**src/rtl/crt_sync_capture_if.sv**
```systemverilog
// crt_sync_capture_if
//   Bundle between a 240p CRT video source / framebuffer and the capture block.
//   Video side : capture_en, crt_sync (composite, low = sync), crt_r/g/b.
//   Frame side : fb_addr/fb_data/fb_we write port, frame_done, frame_err, locked.
//   master : the source/framebuffer end (drives video, receives writes).
//   slave  : the capture block (receives video, drives writes and status).
interface crt_sync_capture_if;
  logic        capture_en;
  logic        crt_sync;
  logic [2:0]  crt_r;
  logic [2:0]  crt_g;
  logic [1:0]  crt_b;
  logic [16:0] fb_addr;
  logic [7:0]  fb_data;
  logic        fb_we;
  logic        frame_done;
  logic        frame_err;
  logic        locked;

  modport master (
    output capture_en, crt_sync, crt_r, crt_g, crt_b,
    input  fb_addr, fb_data, fb_we, frame_done, frame_err, locked
  );

  modport slave (
    input  capture_en, crt_sync, crt_r, crt_g, crt_b,
    output fb_addr, fb_data, fb_we, frame_done, frame_err, locked
  );
endinterface

```
**src/rtl/crt_sync_capture.sv**
```systemverilog
// crt_sync_capture
//   Receive side of the 240p CRT video link. Separates hsync/vsync out of the
//   composite sync by low-pulse width, rebuilds line and pixel position and
//   writes every active pixel of a frame into a framebuffer write port.
// Ports
//   vga_clk     in   pixel clock
//   nreset      in   synchronous active-low reset
//   bus.slave        capture_en, crt_sync, crt_r/g/b in;
//                    fb_addr (y*H_RES+x), fb_data {r,g,b}, fb_we,
//                    frame_done, frame_err, locked out
module crt_sync_capture #(
  parameter int unsigned H_RES        = 320,
  parameter int unsigned V_RES        = 240,
  parameter int unsigned H_OFFSET     = 45,
  parameter int unsigned V_OFFSET     = 21,
  parameter int unsigned HSYNC_MIN    = 16,
  parameter int unsigned HSYNC_MAX    = 40,
  parameter int unsigned VSYNC_MIN    = 200,
  parameter int unsigned SYNC_TIMEOUT = 1000
) (
  input logic            vga_clk,
  input logic            nreset,
  crt_sync_capture_if.slave bus
);

  localparam int unsigned KW = $clog2(H_OFFSET + 1);
  localparam int unsigned TW = $clog2(SYNC_TIMEOUT + 1);

  typedef enum logic [2:0] {SEARCH, VBLANK, HOLD, CAP, LINE, DONE} state_t;

  state_t        state;
  logic          csync_s;
  logic          csync_d;
  logic [7:0]    rgb_s;
  logic [9:0]    low_w;
  logic [TW-1:0] to_cnt;
  logic [8:0]    line_cnt;
  logic [KW-1:0] k;
  logic [8:0]    x;
  logic [7:0]    y;
  logic [16:0]   addr;

  logic [16:0]   fb_addr;
  logic [7:0]    fb_data;
  logic          fb_we;
  logic          frame_done;
  logic          frame_err;
  logic          locked;

  logic          rise;
  logic          fall;
  logic          hs_ev;
  logic          vs_ev;
  logic          to_fire;
  logic          in_frame;
  logic          abort;

  always_comb begin
    rise     = csync_s & ~csync_d;
    fall     = ~csync_s & csync_d;
    // low_w holds the full low width on the first high cycle
    hs_ev    = rise && (low_w >= 10'(HSYNC_MIN)) && (low_w <= 10'(HSYNC_MAX));
    vs_ev    = rise && (low_w >= 10'(VSYNC_MIN));
    to_fire  = !hs_ev && !vs_ev && (to_cnt == TW'(SYNC_TIMEOUT - 1));
    in_frame = (state == HOLD) || (state == CAP) || (state == LINE);
    abort    = (fall && ((state == HOLD) || (state == CAP))) || (vs_ev && in_frame);
  end

  always_ff @(posedge vga_clk) begin
    if (!nreset) begin
      state      <= SEARCH;
      csync_s    <= 1'b1;
      csync_d    <= 1'b1;
      rgb_s      <= '0;
      low_w      <= '0;
      to_cnt     <= '0;
      line_cnt   <= '0;
      k          <= '0;
      x          <= '0;
      y          <= '0;
      addr       <= '0;
      fb_addr    <= '0;
      fb_data    <= '0;
      fb_we      <= 1'b0;
      frame_done <= 1'b0;
      frame_err  <= 1'b0;
      locked     <= 1'b0;
    end else begin
      // sync and colour share one register stage so they stay aligned
      csync_s <= bus.crt_sync;
      csync_d <= csync_s;
      rgb_s   <= {bus.crt_r, bus.crt_g, bus.crt_b};

      if (!csync_s) begin
        if (csync_d) begin
          low_w <= 10'd1;
        end else if (low_w != '1) begin
          low_w <= low_w + 10'd1;
        end
      end

      if (vs_ev) begin
        line_cnt <= '0;
      end else if (hs_ev) begin
        line_cnt <= line_cnt + 9'd1;
      end

      if (hs_ev || vs_ev) begin
        to_cnt <= '0;
      end else if (to_cnt != TW'(SYNC_TIMEOUT)) begin
        to_cnt <= to_cnt + TW'(1);
      end

      fb_we      <= 1'b0;
      frame_done <= 1'b0;
      frame_err  <= 1'b0;

      if (abort || to_fire) begin
        // an aborting vsync is deliberately not reused to start a capture
        frame_err <= abort || in_frame;
        locked    <= 1'b0;
        state     <= SEARCH;
      end else begin
        case (state)
          SEARCH: begin
            if (vs_ev && bus.capture_en) begin
              state <= VBLANK;
              addr  <= '0;
            end
          end
          VBLANK: begin
            if (hs_ev && (line_cnt == 9'(V_OFFSET - 1))) begin
              state <= HOLD;
              y     <= '0;
              k     <= KW'(1);
            end
          end
          HOLD: begin
            // the hsync cycle itself is k=0, so CAP starts on the cycle
            // k would reach H_OFFSET, when rgb_s already holds pixel 0
            if (k == KW'(H_OFFSET - 1)) begin
              state <= CAP;
              x     <= '0;
            end else begin
              k <= k + KW'(1);
            end
          end
          CAP: begin
            fb_we   <= 1'b1;
            fb_addr <= addr;
            fb_data <= rgb_s;
            addr    <= addr + 17'd1;
            x       <= x + 9'd1;
            if (x == 9'(H_RES - 1)) begin
              state <= (y == 8'(V_RES - 1)) ? DONE : LINE;
            end
          end
          LINE: begin
            if (hs_ev) begin
              state <= HOLD;
              y     <= y + 8'd1;
              k     <= KW'(1);
            end
          end
          DONE: begin
            frame_done <= 1'b1;
            locked     <= 1'b1;
            if (vs_ev && bus.capture_en) begin
              state <= VBLANK;
              addr  <= '0;
            end else begin
              state <= SEARCH;
            end
          end
          default: state <= SEARCH;
        endcase
      end
    end
  end

  assign bus.fb_addr    = fb_addr;
  assign bus.fb_data    = fb_data;
  assign bus.fb_we      = fb_we;
  assign bus.frame_done = frame_done;
  assign bus.frame_err  = frame_err;
  assign bus.locked     = locked;

endmodule
```
**src/flat_wrapper.sv**
```systemverilog
// flat-port wrapper written by rule: the top's interface ports become plain ports
module crt_sync_capture_flat 
#(
  parameter int unsigned H_RES        = 320,
  parameter int unsigned V_RES        = 240,
  parameter int unsigned H_OFFSET     = 45,
  parameter int unsigned V_OFFSET     = 21,
  parameter int unsigned HSYNC_MIN    = 16,
  parameter int unsigned HSYNC_MAX    = 40,
  parameter int unsigned VSYNC_MIN    = 200,
  parameter int unsigned SYNC_TIMEOUT = 1000
)
  (vga_clk, nreset, bus_capture_en, bus_crt_sync, bus_crt_r, bus_crt_g, bus_crt_b, bus_fb_addr, bus_fb_data, bus_fb_we, bus_frame_done, bus_frame_err, bus_locked);
  crt_sync_capture_if bus_i ();
  input logic vga_clk;
  input logic nreset;
  input wire logic [$bits(bus_i.capture_en)-1:0] bus_capture_en;
  input wire logic [$bits(bus_i.crt_sync)-1:0] bus_crt_sync;
  input wire logic [$bits(bus_i.crt_r)-1:0] bus_crt_r;
  input wire logic [$bits(bus_i.crt_g)-1:0] bus_crt_g;
  input wire logic [$bits(bus_i.crt_b)-1:0] bus_crt_b;
  output wire logic [$bits(bus_i.fb_addr)-1:0] bus_fb_addr;
  output wire logic [$bits(bus_i.fb_data)-1:0] bus_fb_data;
  output wire logic [$bits(bus_i.fb_we)-1:0] bus_fb_we;
  output wire logic [$bits(bus_i.frame_done)-1:0] bus_frame_done;
  output wire logic [$bits(bus_i.frame_err)-1:0] bus_frame_err;
  output wire logic [$bits(bus_i.locked)-1:0] bus_locked;
  assign bus_i.capture_en = bus_capture_en;
  assign bus_i.crt_sync = bus_crt_sync;
  assign bus_i.crt_r = bus_crt_r;
  assign bus_i.crt_g = bus_crt_g;
  assign bus_i.crt_b = bus_crt_b;
  assign bus_fb_addr = bus_i.fb_addr;
  assign bus_fb_data = bus_i.fb_data;
  assign bus_fb_we = bus_i.fb_we;
  assign bus_frame_done = bus_i.frame_done;
  assign bus_frame_err = bus_i.frame_err;
  assign bus_locked = bus_i.locked;
  crt_sync_capture #(.H_RES(H_RES), .V_RES(V_RES), .H_OFFSET(H_OFFSET), .V_OFFSET(V_OFFSET), .HSYNC_MIN(HSYNC_MIN), .HSYNC_MAX(HSYNC_MAX), .VSYNC_MIN(VSYNC_MIN), .SYNC_TIMEOUT(SYNC_TIMEOUT)) u_core (.vga_clk(vga_clk), .nreset(nreset), .bus(bus_i));
endmodule
```
**config.mk**
```make
export PLATFORM = sky130hd
export DESIGN_NAME = crt_sync_capture_flat
export DESIGN_NICKNAME = d
export VERILOG_FILES = /design/src/rtl/crt_sync_capture_if.sv /design/src/rtl/crt_sync_capture.sv /design/src/flat_wrapper.sv
export SDC_FILE = /design/constraint.sdc
export NUM_CORES = 1
export LEC_CHECK = 0
export ABC_AREA = 1
export CAP_MARGIN = 20
export CORE_ASPECT_RATIO = 0.8
export CORE_MARGIN = 3
export CORE_UTILIZATION = 45
export DETAILED_ROUTE_END_ITERATION = 6
export PLACE_DENSITY = 0.67
export SLEW_MARGIN = 20
export SYNTH_ARGS = -nofsm -noshare
export SYNTH_HDL_FRONTEND = slang
export SYNTH_SLANG_ARGS = --single-unit
```
**constraint.sdc**
```tcl
create_clock -name vga_clk -period 4.9 [get_ports vga_clk]
set_clock_uncertainty 0.2 [all_clocks]
set_input_delay 0.49 -clock vga_clk [delete_from_list [all_inputs] [get_ports vga_clk]]
set_output_delay 0.49 -clock vga_clk [all_outputs]
set_load 0.02 [all_outputs]
```
* Word level (Yosys, flattened, before mapping)
Index checks and enable logic that the tools add are counted.
** Cells by class
- Reduce and logical (&&, ||, !) cells :: 35
- Multiplexer cells :: 23
- Equality and inequality tests :: 19
- $lt $le $gt $ge :: 3
- Bitwise logic cells :: 6
- $add $sub $neg :: 7
** Operator list (number)
- case mux 17 bit (2 select lines) :: 1
- adder 10 x 1 -> 10 bit, second input constant :: 2
- 2-to-1 mux 10 bit :: 2
- inequality test 10 bit, second input constant :: 2
- adder 9 x 1 -> 9 bit, second input constant :: 2
- 2-to-1 mux 6 bit :: 3
- case mux 3 bit (6 select lines) :: 1
- case mux 6 bit (3 select lines) :: 1
- case mux 9 bit (2 select lines) :: 1
- adder 17 x 1 -> 17 bit, second input constant :: 1
- 2-to-1 mux 17 bit :: 1
- 2-to-1 mux 8 bit :: 2
- case mux 8 bit (2 select lines) :: 1
- 2-to-1 mux 3 bit :: 5
- equality test 10 bit, second input constant :: 1
- >= comparator 10 x 5 -> 1 bit, second input constant :: 1
- >= comparator 10 x 8 -> 1 bit, second input constant :: 1
- <= comparator 10 x 6 -> 1 bit, second input constant :: 1
- AND reduction 5 bit :: 2
- equality test 9 x 5 -> 1 bit, second input constant :: 1
- equality test 9 bit, second input constant :: 1
- logical AND 1 bit :: 9
- 2-to-1 mux 9 bit :: 1
- adder 8 x 1 -> 8 bit, second input constant :: 1
- other kinds (20) :: 49
** Word-level totals
- Output and inout bits :: 29
- Input bits :: 12
- Flip-flop bits (word level) :: 111

* Longest topological paths before layout
Gate-level depths: netlist of run 1.
- Depth after elaboration :: 10
- Depth in mapped cells :: 13

* Worst setup path before layout of run 1
No wires, ideal clock.
- Kind :: reg2reg
- From :: register u_core.to_cnt[0]
- To :: register u_core.fb_addr[12], in the netlist u_core.bus.fb_addr[12]
- Library setup time :: 0.132 ns
- Path slack :: 3.132 ns
- Stages on the path, launching flop included :: 12
- Data arrival time :: 1.436 ns
- Data required time :: 4.568 ns
- Buffers on the path :: 1
- Period minus slack after synthesis :: 1.768 ns
- Cell sequence :: dfxtp_1 ha_1 nand2_1 inv_1 nand2_1 nor2_1 nand3_2 nand3_4 clkinv_2 buf_6 nand2_1 a21oi_1
** On the way
- Cells in the longest elaborated chain, start to end :: 5
** RTL lines
- from (decl) :: line crt_sync_capture.sv:36 : logic [TW-1:0] to_cnt;
- from (signal assigned) :: line crt_sync_capture.sv:111 : to_cnt <= to_cnt + TW'(1);
- equality test 10 bit :: line crt_sync_capture.sv:64 : to_fire = !hs_ev && !vs_ev && (to_cnt == TW'(SYNC_TIMEOUT - 1));
- logical AND 1 bit :: line crt_sync_capture.sv:64
- logical OR 1 bit :: line crt_sync_capture.sv:118 : if (abort || to_fire) begin
- inverter 1 bit (no source line)
- AND reduction 2 bit (no source line)
- to (signal assigned) :: line crt_sync_capture.sv:150 : fb_addr <= addr;
- to (decl) :: line crt_sync_capture.sv:43 : logic [16:0] fb_addr;
No other way between the ends.
A chain may end at the register's enable or synchronous reset.

* Worst setup path in the final report of run 1
- From :: register u_core.to_cnt[0]
- To :: register u_core.fb_addr[7], in the netlist u_core.bus.fb_addr[7]
Same word-level chain as after synthesis.

==> results by group, run 1 <==
Drt
  – Drt first pass iters: 5
  – Via count: 4972
  – Drt total wl: 11.72 mm
  – DRC Markers: 0
  – Drt wl/cell: 11.89 µm
  – Routed Antenna Nets: 0
  – Vias/cell: between 5 and 6
  – Starting DRC count in detailed routing: 283

Worst hold path
  – Hold Path Origin: u_core.rgb_s[6]$_SDFF_PN0_
  – Min-Delay Path Class: reg2reg

Synthesis
  – Post-Syn Area: roughly 5400 µm²
  – Yosys warnings: 0
  – Area fraction of the dominant cell type after synthesis: 0.4100
  – Commonest cells post-synth: nand2_1, nor2_1, dfxtp_1, inv_1, a21oi_1
  – Synth async-reset ratio: 0
  – Post-synthesis cell count: 800
  – Synthesized area per cell: 6.775 µm²
  – Area leader, netlist: dfxtp_1
  – Dominant synthesized flop cell: dfxtp_1
  – Yosys cell types: 35
  – Top cells by area, synth: dfxtp_1, nand2_1, nor2_1
  – Syn Nets: 823
  – Number of synthesized register bits: 111
  – Post-synth EDFFs: 0
  – Most numerous cell in the Yosys netlist: nand2_1
  – Post-synthesis sequential area ratio: 0.4100

Timing
  – Max-slew violation count: 0
  – Max Freq: 394.8 MHz
  – TNS Setup: 0 ns
  – Final Hold Fails: 0
  – Post-route minimum period: 2.533 ns
  – Worst slew pin tran: 0.7547 ns
  – Max-slew headroom: 0.4961
  – Post-route clock period utilization: 0.5169
  – Unrepaired setup endpoints after global routing: false
  – Final setup fails: 0

Worst setup path
  – Setup CP Type: reg2reg
  – Critical Path Source: u_core.to_cnt[0]$_SDFFE_PP0P_
  – Worst-path fanout max: 26
  – Crit. End Element: flop
  – CP Launch Type: flop
  – CP required: 4.90 ns
  – Critical R2R Launch: u_core.to_cnt[0]$_SDFFE_PP0P_
  – WP data arrival: 2.54 ns

Die
  – Die ar.: about 13000 µm²
  – Core region area: around 12000 µm²
  – Die Span Y: 104.2 µm
  – Std-Cell Rows: 35
  – IO Count: 41
  – Die Width: 128.7 µm
  – Initial Utilization: 0.4653

Clock network
  – Clock Tree Root: clkbuf_16
  – # Post-CTS Setup Buffers: 0
  – Worst-case clock buffer depth: 2
  – CTS Sinks: 111
  – Reg clk slew, reported paths: 0.08 ns
  – Clk Latency, worst-skew pair: 0.35 ns
  – CTS tree: built
  – Post-CTS sizing: 0
  – Hold buffer count at cts: 0
  – Clock buffer count from CTS: 9
  – H-tree depth: 3

Run
  – Max-cap violations: 0

Global route
  – Gr usage total: 0.1834
  – Global-route wire length before repair: 20.51 mm
  – Number of global-route vias before repair: around 4700
  – Largest net degree at the start of global routing: 46
  – Remaining Overflow, GRT: 0
  – Initial antenna violation count: 0

Power
  – Peak supply drop: a little over 0.2 mV
  – PD cells: 320.4 nW/µm²
  – Static power due to leakage: between 2 and 2.5 nW

Layout
  – Area grow syn2layout: 14.36%
  – Layout cell share with drive strength beyond 1: 0.05609
  – Design Area, Final: 6198 µm²
  – Final #Nets: 856
  – FILL cells: 1162
  – Diodes inserted: 0

Run status
  – Status: complete, no violations

Placed design
  – RePlAce Congestion: 0.8621
  – Cell Area, Placed: 5902 µm²
  – # port buffers: 40
  – HPWL after detailed placement: roughly 8.4 mm
## metal layers
metal  part of all wire  global-route usage
met3              0.047             0.04209
met1               0.50              0.2517
met4              0.014             0.05472
met2               0.44              0.2870
met5                  0                   0
## critical path, cell delays in order, from the launching register on
cell and delay, ns:
dfxtp_1 0.38, ha_1 0.19, nand2_1 0.07, inv_1 0.08
nand2_1 0.06, nor2_1 0.23, nand3_2 0.20, nand3_4 0.33
clkinv_2 0.39, nand2_1 0.16, a21oi_1 0.07
## power by group
group	leakage [nW]	switching [W]	internal, W
registers	0.899	0.0000309	0.000932
clock network	0.146	0.000362	0.000361
logic	1.37	0.000211	0.0000885
## registers in the layout (all words and copies together), names as in the netlist, 3 cells and up
register / count
u_core.rgb_s: 8
u_core.line_cnt: 9
u_core.bus.fb_data: 8
u_core.state: 3
u_core.x: 9
u_core.addr: 17
u_core.low_w: 10
u_core.k: 6
u_core.to_cnt: 10
u_core.bus.fb_addr: 17
u_core.y: 8
## through the flow
| step | instances | total power (W) | util | hold WS [ns] | setup WS, ns |
|---|---|---|---|---|---|
| finish | 986 | 0.001986 | 0.5321 | 0.2471 | 2.367 |
| global route | 986 | 0.002091 | 0.5321 | 0.2774 | 2.137 |
| CTS | 986 | 0.002005 | 0.5321 | 0.2490 | 2.375 |
| detailed placement | 970 | 0.001283 | 0.5067 | 0.2375 | 2.094 |
| global placement | 970 | 0.001276 | 0.5067 | 0.2326 | 2.170 |
| floorplan | 800 | 0.001210 | - | 0.2244 | 3.132 |
## layout by cell type (no fill, tap or decap), drive strengths merged, types with 2 or more instances in the layout
master         synthesis  routed
or2                    5       5
inv                   87      91
clkbuf                 6       9
xor2                  12      12
and3                   3       3
o21ai                 34      34
a21oi                 76      76
nor3                  10      10
a211oi                 2       2
nor2                 131     131
dfxtp                111     111
clkdlybuf4s50          0      40
clkinv                 2       5
a31oi                  3       3
nand2                212     212
nand3                 59      59
nand4                  7       7
nor3b                 10      10
ha                    11      11
## layout make-up
class                           count  area, µm²  share of cell area
Multi-Input combinational cell    581       2750              0.4437
Sequential cell                   111       2222              0.3585
Timing Repair Buffer               41      407.9             0.06581
Inverter                           89      336.6             0.05430
Clock buffer                        9      225.2             0.03633
Tap cell                          148      185.2             0.02987
Clock inverter                      7      71.32             0.01151
## logic make-up (layout without fill, tap and decap cells)
family,after synthesis,count (layout),share of synthesized area
compound gates,117,117,0.1115
xor+xnor,13,13,0.02101
flops,111,111,0.4100
buf+inv,108,146,0.08264
simple gates,440,440,0.3495
fa+ha+maj,11,11,0.02539
## worst paths after layout
check                                       endpoint  slack, ns  cells after the start
setup / recovery  u_core.bus.fb_addr[7]$_SDFFE_PN0P_       2.37                     10
hold / removal    u_core.bus.fb_data[6]$_SDFFE_PN0P_       0.25                      2
setup reg to reg  u_core.bus.fb_addr[7]$_SDFFE_PN0P_       2.37                     10
hold reg to reg   u_core.bus.fb_data[6]$_SDFFE_PN0P_       0.25                      2
(Power assumes the default switching activity.)
==> run 2: changes to the inputs <==
- clock period: 4.9 -> 2.35 ns (I/O delays scaled with it)
==> run 2 against run 1 <==
  * Non-clock buffer count rose by 11
  * Final area is 1.6% higher
  * Routed wire length up 3.8%
  * Core utilization grew 0.83 points
  * Sequential share of layout area down 0.55 points
  * Sequential power is 110% higher
  * Worst setup slack got worse by 2.2 ns
  * Combinational power is 130% higher
  * Fmax is 18% higher
  * Highest routed layer unchanged
  * Largest power group unchanged
  * First-iteration DRC count rose by 34%
==> results by group, run 2 (synthesis gave the netlist of run 1 again) <==
Run status
  – Status: complete, no violations

Worst hold path
  – Worst Hold Path EP: u_core.rgb_s[3]$_SDFF_PN0_
  – Cell depth of the worst hold path: 3
  – Hold Path Origin: bus_crt_g[1]
  – Min-Delay Path Class: in2reg

Timing
  – Unrepaired setup endpoints after global routing: true
  – Worst slew pin tran: between 0.5 and 0.6 ns
  – Post-route clock period utilization: 0.9127
  – Max Freq: 466.2 MHz
  – Max-slew violation count: 0
  – Post-route minimum period: 2.145 ns
  – Final setup fails: 0
  – Max-slew headroom: 0.6429
  – Final Hold Fails: 0

Drt
  – DRC Markers: 0
  – Vias/cell: 5.083
  – Routed Antenna Nets: 0
  – Drt wl/cell: 12.21 µm
  – Drt total wl: roughly 12 mm
  – Via count: ~5000
  – Drt first pass iters: 5
  – Starting DRC count in detailed routing: between 300 and 400

Worst setup path
  – Reg2reg setup slack: 0.21 ns
  – Worst-path fanout max: 15
  – Critical Path Source: u_core.to_cnt[1]$_SDFFE_PP0P_
  – Worst R2R End: u_core.addr[10]$_SDFFE_PN0P_
  – Setup CP Type: reg2reg
  – CP Launch Type: flop
  – Worst reg-to-reg path cell count: 10
  – WP data arrival: roughly 2.2 ns
  – Crit. End Element: flop
  – Critical R2R Launch: u_core.to_cnt[1]$_SDFFE_PP0P_
  – CP required: 2.37 ns

Placed design
  – RePlAce Congestion: 0.8999
  – HPWL after detailed placement: 8.712 mm
  – # port buffers: 40
  – Cell Area, Placed: ~6000 µm²

Global route
  – Initial antenna violation count: 0
  – Number of global-route vias before repair: 4609
  – Gr usage total: 0.1846
  – Remaining Overflow, GRT: 0
  – Global-route wire length before repair: 21.02 mm
  – Largest net degree at the start of global routing: 39

Die
  – Die Span Y: 104.2 µm
  – IO Count: 41
  – Die Width: 128.7 µm
  – Std-Cell Rows: 35
  – Initial Utilization: 0.4653
  – Core region area: 11650 µm²
  – Die ar.: 13410 µm²

Layout
  – Design Area, Final: roughly 6300 µm²
  – Area grow syn2layout: 16.14%
  – Diodes inserted: 0
  – Layout cell share with drive strength beyond 1: 0.06832
  – Most common cell after layout, fill and taps aside: nand2_1
  – FILL cells: 1067
  – Final #Nets: 867
  – Biggest regs: u_core.addr x17, u_core.bus.fb_addr x17
  – Most frequent cells in the layout: nand2_1, nor2_1, dfxtp_1
  – Utilization after layout: 0.5404

Clock network
  – H-tree depth: 3
  – Worst-case clock buffer depth: 2
  – CTS tree: built
  – Reg clk slew, reported paths: 0.07 ns
  – CTS Sinks: 111
  – Clock Tree Root: clkbuf_16
  – # Post-CTS Setup Buffers: 0
  – Clock buffer count from CTS: 9
  – Clk Latency, worst-skew pair: 0.34 ns

Power
  – Peak supply drop: 0.4312 mV
  – Static power due to leakage: 2.465 nW
  – PD cells: 675.2 nW/µm²

Run
  – Max-cap violations: 0
run 2: changes by cell type in the layout (fill, tap and decap cells not counted):
cell	before	now
clkbuf_8	0	1
inv_2	4	3
inv_6	3	0
clkinv_4	2	4
clkinv_2	2	4
buf_4	1	12
bufinv_16	0	1
inv_8	1	0
clkinv_8	1	0
run 2: metrics by stage:
stage	hold slack (ns)	power, W	cells	setup TNS, ns	setup slack (ns)
2_1_floorplan	0.1326	0.002523	800	0	0.5820
3_3_place_gp	0.2294	0.002684	981	0	0.2975
3_5_place_dp	0.2375	0.002718	981	0	0.2432
4_1_cts	0.2025	0.004279	997	0	0.2274
5_1_grt	0.2110	0.004453	997	-0.06276	-0.03440
6_report	0.2135	0.004250	997	0	0.2051
run 2: how the worst max path moves through the flow:
stage	cells after the start	endpoint	slack, ns
final	10	u_core.addr[10]$_SDFFE_PN0P_	0.21
after global routing	11	u_core.x[3]$_SDFFE_PN0P_	-0.03
after CTS	10	u_core.x[4]$_SDFFE_PN0P_	0.23
after detailed placement	10	u_core.x[4]$_SDFFE_PN0P_	0.24
after global placement	10	u_core.x[4]$_SDFFE_PN0P_	0.30
after floorplan	11	u_core.bus.fb_addr[12]$_SDFFE_PN0P_	0.58
run 2: area by class of cell:
cell class / count / area, µm² / share of cell area
inverter: 89 / 337.8 / 0.05367
clock buffer: 10 / 239.0 / 0.03796
timing repair buffer: 52 / 490.5 / 0.07792
sequential: 111 / 2222 / 0.3530
multi-input combinational: 581 / 2750 / 0.4369
tap: 148 / 185.2 / 0.02942
clock inverter: 6 / 70.07 / 0.01113
run 2: where the power goes:
group	total, W	internal, W	switching (W)
Combinational	0.000680	0.000211	0.000469
Clock	0.00156	0.000862	0.000699
Sequential	0.00201	0.00194	0.0000645
Total	0.00425	0.00302	0.00123
run 2: critical path, stage by stage, from the launching register on:
cell,delay (ns)
dfxtp_1,0.38
ha_1,0.18
nand2_1,0.07
inv_1,0.07
nand2_1,0.05
nor2_1,0.18
nand3_2,0.18
nand3_2,0.22
clkinv_2,0.25
nand2_1,0.15
a21oi_1,0.08
run 2: repair_timing:
| item | 4_1_cts | 5_1_grt |
|---|---|---|
| endpoints found under the setup margin | 0 | 3 |
| hold buffers | 0 | 0 |
| gates resized for setup | 0 | 1 |
run 2: per-layer routing:
layer  wire length (µm)  global-route usage  up-vias  share of wire
met5                  0                   0        -              0
met4                157             0.04573        0          0.013
met3                537             0.03799       15          0.044
met2               5271              0.2844      119           0.43
met1               6205              0.2640     2297           0.51
li1                   -                   -     2637              -
==> run 3: changes to the inputs <==
- CTS_CLUSTER_SIZE: default -> 10
==> results of run 3 <==
The final DEF is identical to that of run 2; final timing and power are the same.
